--- config.mk ---
export PLATFORM = sky130hd
export DESIGN_NAME = sinc3_decimator
export DESIGN_NICKNAME = d
export VERILOG_FILES = /design/src/rtl/sinc3_decimator.sv
export SDC_FILE = /design/constraint.sdc
export NUM_CORES = 1
export LEC_CHECK = 0
export CORE_MARGIN = 5
export CORE_UTILIZATION = 40
export DETAILED_ROUTE_END_ITERATION = 8
export PLACE_DENSITY = 0.66
export SYNTH_ARGS = -nofsm -noshare
export SYNTH_HDL_FRONTEND = slang
export SYNTH_SLANG_ARGS = --single-unit
--- constraint.sdc ---
create_clock -name mclkin -period 8.75 [get_ports mclkin]
set_clock_uncertainty 0.1 [all_clocks]
set_input_delay 2.625 -clock mclkin [delete_from_list [all_inputs] [get_ports mclkin]]
set_output_delay 2.625 -clock mclkin [all_outputs]
set_load 0.005 [all_outputs]
--- src/rtl/sinc3_decimator.sv ---
// Third-order CIC (sinc3) decimator for a 1-bit sigma-delta bitstream.
// Integrators run every mclkin cycle; combs advance once per word_clk rising edge.
module sinc3_decimator #(
  parameter int unsigned dec_rate  = 256,
  parameter int unsigned out_width = 16
) (
  input  logic                 mclkin,
  input  logic                 rst_n,
  input  logic                 mdata,
  input  logic                 word_clk,
  output logic [out_width-1:0] data_out,
  output logic                 data_valid
);

  localparam int unsigned W = 3 * $clog2(dec_rate) + 1;

  logic         mdata_q;
  logic         word_clk_q;
  logic         tick;
  logic [W-1:0] acc1, acc2, acc3;
  logic [W-1:0] z1, z2, z3;
  logic [W-1:0] c1, c2, c3;
  logic [1:0]   stage_v;
  logic [1:0]   stage_ok;
  logic [1:0]   settle_cnt;

  assign tick = word_clk & ~word_clk_q;

  always_ff @(posedge mclkin or negedge rst_n) begin
    if (!rst_n) begin
      mdata_q    <= 1'b0;
      word_clk_q <= 1'b0;
      acc1       <= '0;
      acc2       <= '0;
      acc3       <= '0;
      z1         <= '0;
      z2         <= '0;
      z3         <= '0;
      c1         <= '0;
      c2         <= '0;
      c3         <= '0;
      stage_v    <= '0;
      stage_ok   <= '0;
      settle_cnt <= '0;
      data_valid <= 1'b0;
    end else begin
      mdata_q    <= mdata;
      word_clk_q <= word_clk;

      // Modulo-2^W arithmetic: wrap-around cancels out through the combs.
      acc1 <= acc1 + {{(W-1){1'b0}}, mdata_q};
      acc2 <= acc2 + acc1;
      acc3 <= acc3 + acc2;

      // stage_ok carries whether this tick was taken after settling.
      stage_v  <= {stage_v[0], tick};
      stage_ok <= {stage_ok[0], tick && (settle_cnt == 2'd3)};

      if (tick && (settle_cnt != 2'd3))
        settle_cnt <= settle_cnt + 2'd1;

      if (tick) begin
        c1 <= acc3 - z1;
        z1 <= acc3;
      end
      if (stage_v[0]) begin
        c2 <= c1 - z2;
        z2 <= c1;
      end
      if (stage_v[1]) begin
        c3 <= c2 - z3;
        z3 <= c2;
      end

      data_valid <= stage_v[1] & stage_ok[1];
    end
  end

  // c3 only reaches bit W-1 at exact full scale, which saturates to all ones.
  always_comb begin
    data_out = c3[W-2 -: out_width];
    if (c3[W-1])
      data_out = '1;
  end

  if (W - 1 > out_width) begin : g_lsb
    logic lsb_unused;
    assign lsb_unused = ^c3[W-2-out_width:0];
  end

endmodule
==> run metrics <==
status completed; post-CTS setup buffers 0; drt total wl approximately 25000 um; setup tns final 0 ps; CTS resizes 0; DR vias/cell between 5 and 6; Die Width 195 um; worst-margin pin slew around 830 ps; syn nets ~1.6k; peak supply drop roughly 0.22 mV; most frequent cells in the layout 224 x dfrtp_1, 175 x nand2_1, 122 x ha_1; Worst EP arrival roughly 1800 ps; Switching Power approximately 2.3 mW; Worst-Skew Late Latency 520 ps; Filler cells 3141; DR vias 9887; global route overflow 0; NumNets Final between 1.5k and 2k; commonest non-fill, non-tap cell in the layout dfrtp_1; root cell of the clock tree clkbuf_16; Wirelength per Cell 13.0 um; total core area between 30000 and 40000 um^2; relative slew slack roughly 45%; fin crit period between 4000 and 5000 ps; Hold Slack ~280 ps; HP Class reg -> reg; CTS Hold Bufs 0; Main synth FF type dfrtp_1; synthesis-to-finish area growth 11.3%; top post-synthesis cells by area dfrtp_1 41%, ha_1 11%, xnor2_1 4.9%; Unique masters post-synth 74; post-synthesis register bit count ~230; period utilization around 52%; xor-xnor portion of the synthesized cell area ~7.1%; cell taking the most area after synthesis dfrtp_1; Slew Limit Fails 0; Netlist Area Pre-Place approximately 14000 um^2; initial antenna violation count 0; CTS tree built; largest family of logic cells by synthesized area compound AO/OA/AOI/OAI gates; die span in y around 200 um; Max Clk Rate roughly 220 MHz; area share of the largest cell type after synthesis between 40% and 50%; Sw Share 39.8%; layout cells sized above 1 7.61%; PwrDens 383 nW/um^2; Port Buffers 20; Mapped Cells 1450; Synth Area in Compound Gates 20.7%; RSZ-0062 raised after global routing no; P_leak a little over 7 nW; die area about 38000 um^2; Final Total Pwr about 5.8 mW; clock share of power 18.9%; ANT cells 0; Max Cap Viol 0; global-route usage over all layers 13.4%; routability cong. just under 0.9; DP HPWL around 18000 um; Max H-tree Level 1; number of routed nets with antenna violations 0; Post-Synth Simple-Gate Area a little over an eighth; crit-path max FO 17; Final WS setup 4180 ps; Synth warnings 0; DP Worst Slack between 3000 and 4000 ps; first-pass GRT wire length ~45000 um; async set-reset flop share out of synthesis between 90% and 100%; first-pass detailed-route iteration total 5; largest net degree at the start of global routing ~110; Combinational Power Share between 50% and 60%; clk sinks between 200 and 250; sequential share of power between 20% and 30%; post-synthesis mux area share 2.11%; internal power approximately 3.5 mW; FP Rows 67; drt drc 0; Synth Area in Adders 11.8%; Initial Util 40.7%; Synth Area per Inst 9.42 um^2; final hold vios 0; vias in the first global route ~9.9k; Seq/Total Area, Yosys around 41%; CTS Buf Count 26; CP Launch Type register; Final setup viols 0; Ports 21; critical path required time between 6000 and 7000 ps; DR iter-0 viols 534; CTS Buffer Depth 3; CTS clk-pin slew, worst paths about 60 ps; Post-synth EDFFs 0; Crit. End Element output pin; critical path class reg -> out
-- cells by family (layout without fill, tap and decap cells) --
group,after synthesis,count (layout)
AOI/OAI and AO/OA,433,433
xor gates and xnor gates,111,111
adders and majority gates,126,126
buffers and inverters,143,178
DFF,226,226
muxes,26,26
and+or+nand+nor,385,385
-- routing by layer --
layer	track usage [%]	routed length (um)	vias up
met1	18.0	12300	4552
met5	0	0	-
met4	2.87	514	0
met2	23.1	11700	111
met3	1.89	699	38
li1	-	-	5186
-- registers in the layout, indices dropped and copies added (netlist names) --
signal and cells:
c3 17, acc3 25, word_clk_q 1, data_valid 1
mdata_q 1, c2 25, stage_v 2, c1 25
settle_cnt 2, stage_ok 2, z2 25, z1 25
acc2 25, acc1 25, z3 25
-- worst paths after layout --
path	cells past startpoint	slack [ps]	from	end
setup / recovery	2	4180	c3[24]$_DFFE_PN0P_	data_out[8]
hold / removal	0	280	stage_ok[0]$_DFF_PN0_	stage_ok[1]$_DFF_PN0_
setup reg to reg	10	5630	acc2[0]$_DFF_PN0_	acc3[24]$_DFF_PN0_
hold reg to reg	0	280	stage_ok[0]$_DFF_PN0_	stage_ok[1]$_DFF_PN0_
max in group asynchronous	2	5150	rst_n	acc1[18]$_DFF_PN0_
min in group asynchronous	1	2070	rst_n	z3[5]$_DFFE_PN0P_
-- final cells by class --
class | instances | area [um^2] | area share [%]
clock buffer | 39 | 781 | 5.13
clock inverter | 7 | 93.8 | 0.617
inverter | 107 | 402 | 2.64
multi-input combinational | 1081 | 7470 | 49.1
sequential | 226 | 5660 | 37.2
tap | 448 | 561 | 3.68
timing repair buffer | 25 | 243 | 1.60
-- metrics by stage --
stage | cells | util (%) | cell area, um^2
after floorplan | 1450 | - | 13700
after global placement | 1887 | 42.7 | 14300
after detailed placement | 1887 | 42.7 | 14300
after CTS | 1933 | 45.3 | 15200
after global routing | 1933 | 45.3 | 15200
final | 1933 | 45.3 | 15200
-- power groups by stage --
stage	clock, mW	sequential (mW)	combinational, mW
3_3_place_gp	0	1.66	2.99
3_5_place_dp	0	1.68	3.05
5_1_grt	1.17	1.71	3.51
2_1_floorplan	0	1.59	2.46
6_report	1.10	1.65	3.07
4_1_cts	1.13	1.66	3.08
-- worst max-delay path, cell delays in order, from the launching register on --
cell and delay (ps):
dfrtp_1 520, or2_2 350, clkdlybuf4s50_1 450
-- cells in the mapped netlist, types with 25 or more instances --
cell / count
a21o_1: 49
a21oi_1: 93
clkbuf_1: 31
dfrtp_1: 226
ha_1: 122
inv_1: 106
nand2_1: 175
nand3_1: 25
nor2_1: 62
o21ai_0: 115
xnor2_1: 76
xor2_1: 35
Note: power is estimated with default switching activity, not from simulation.
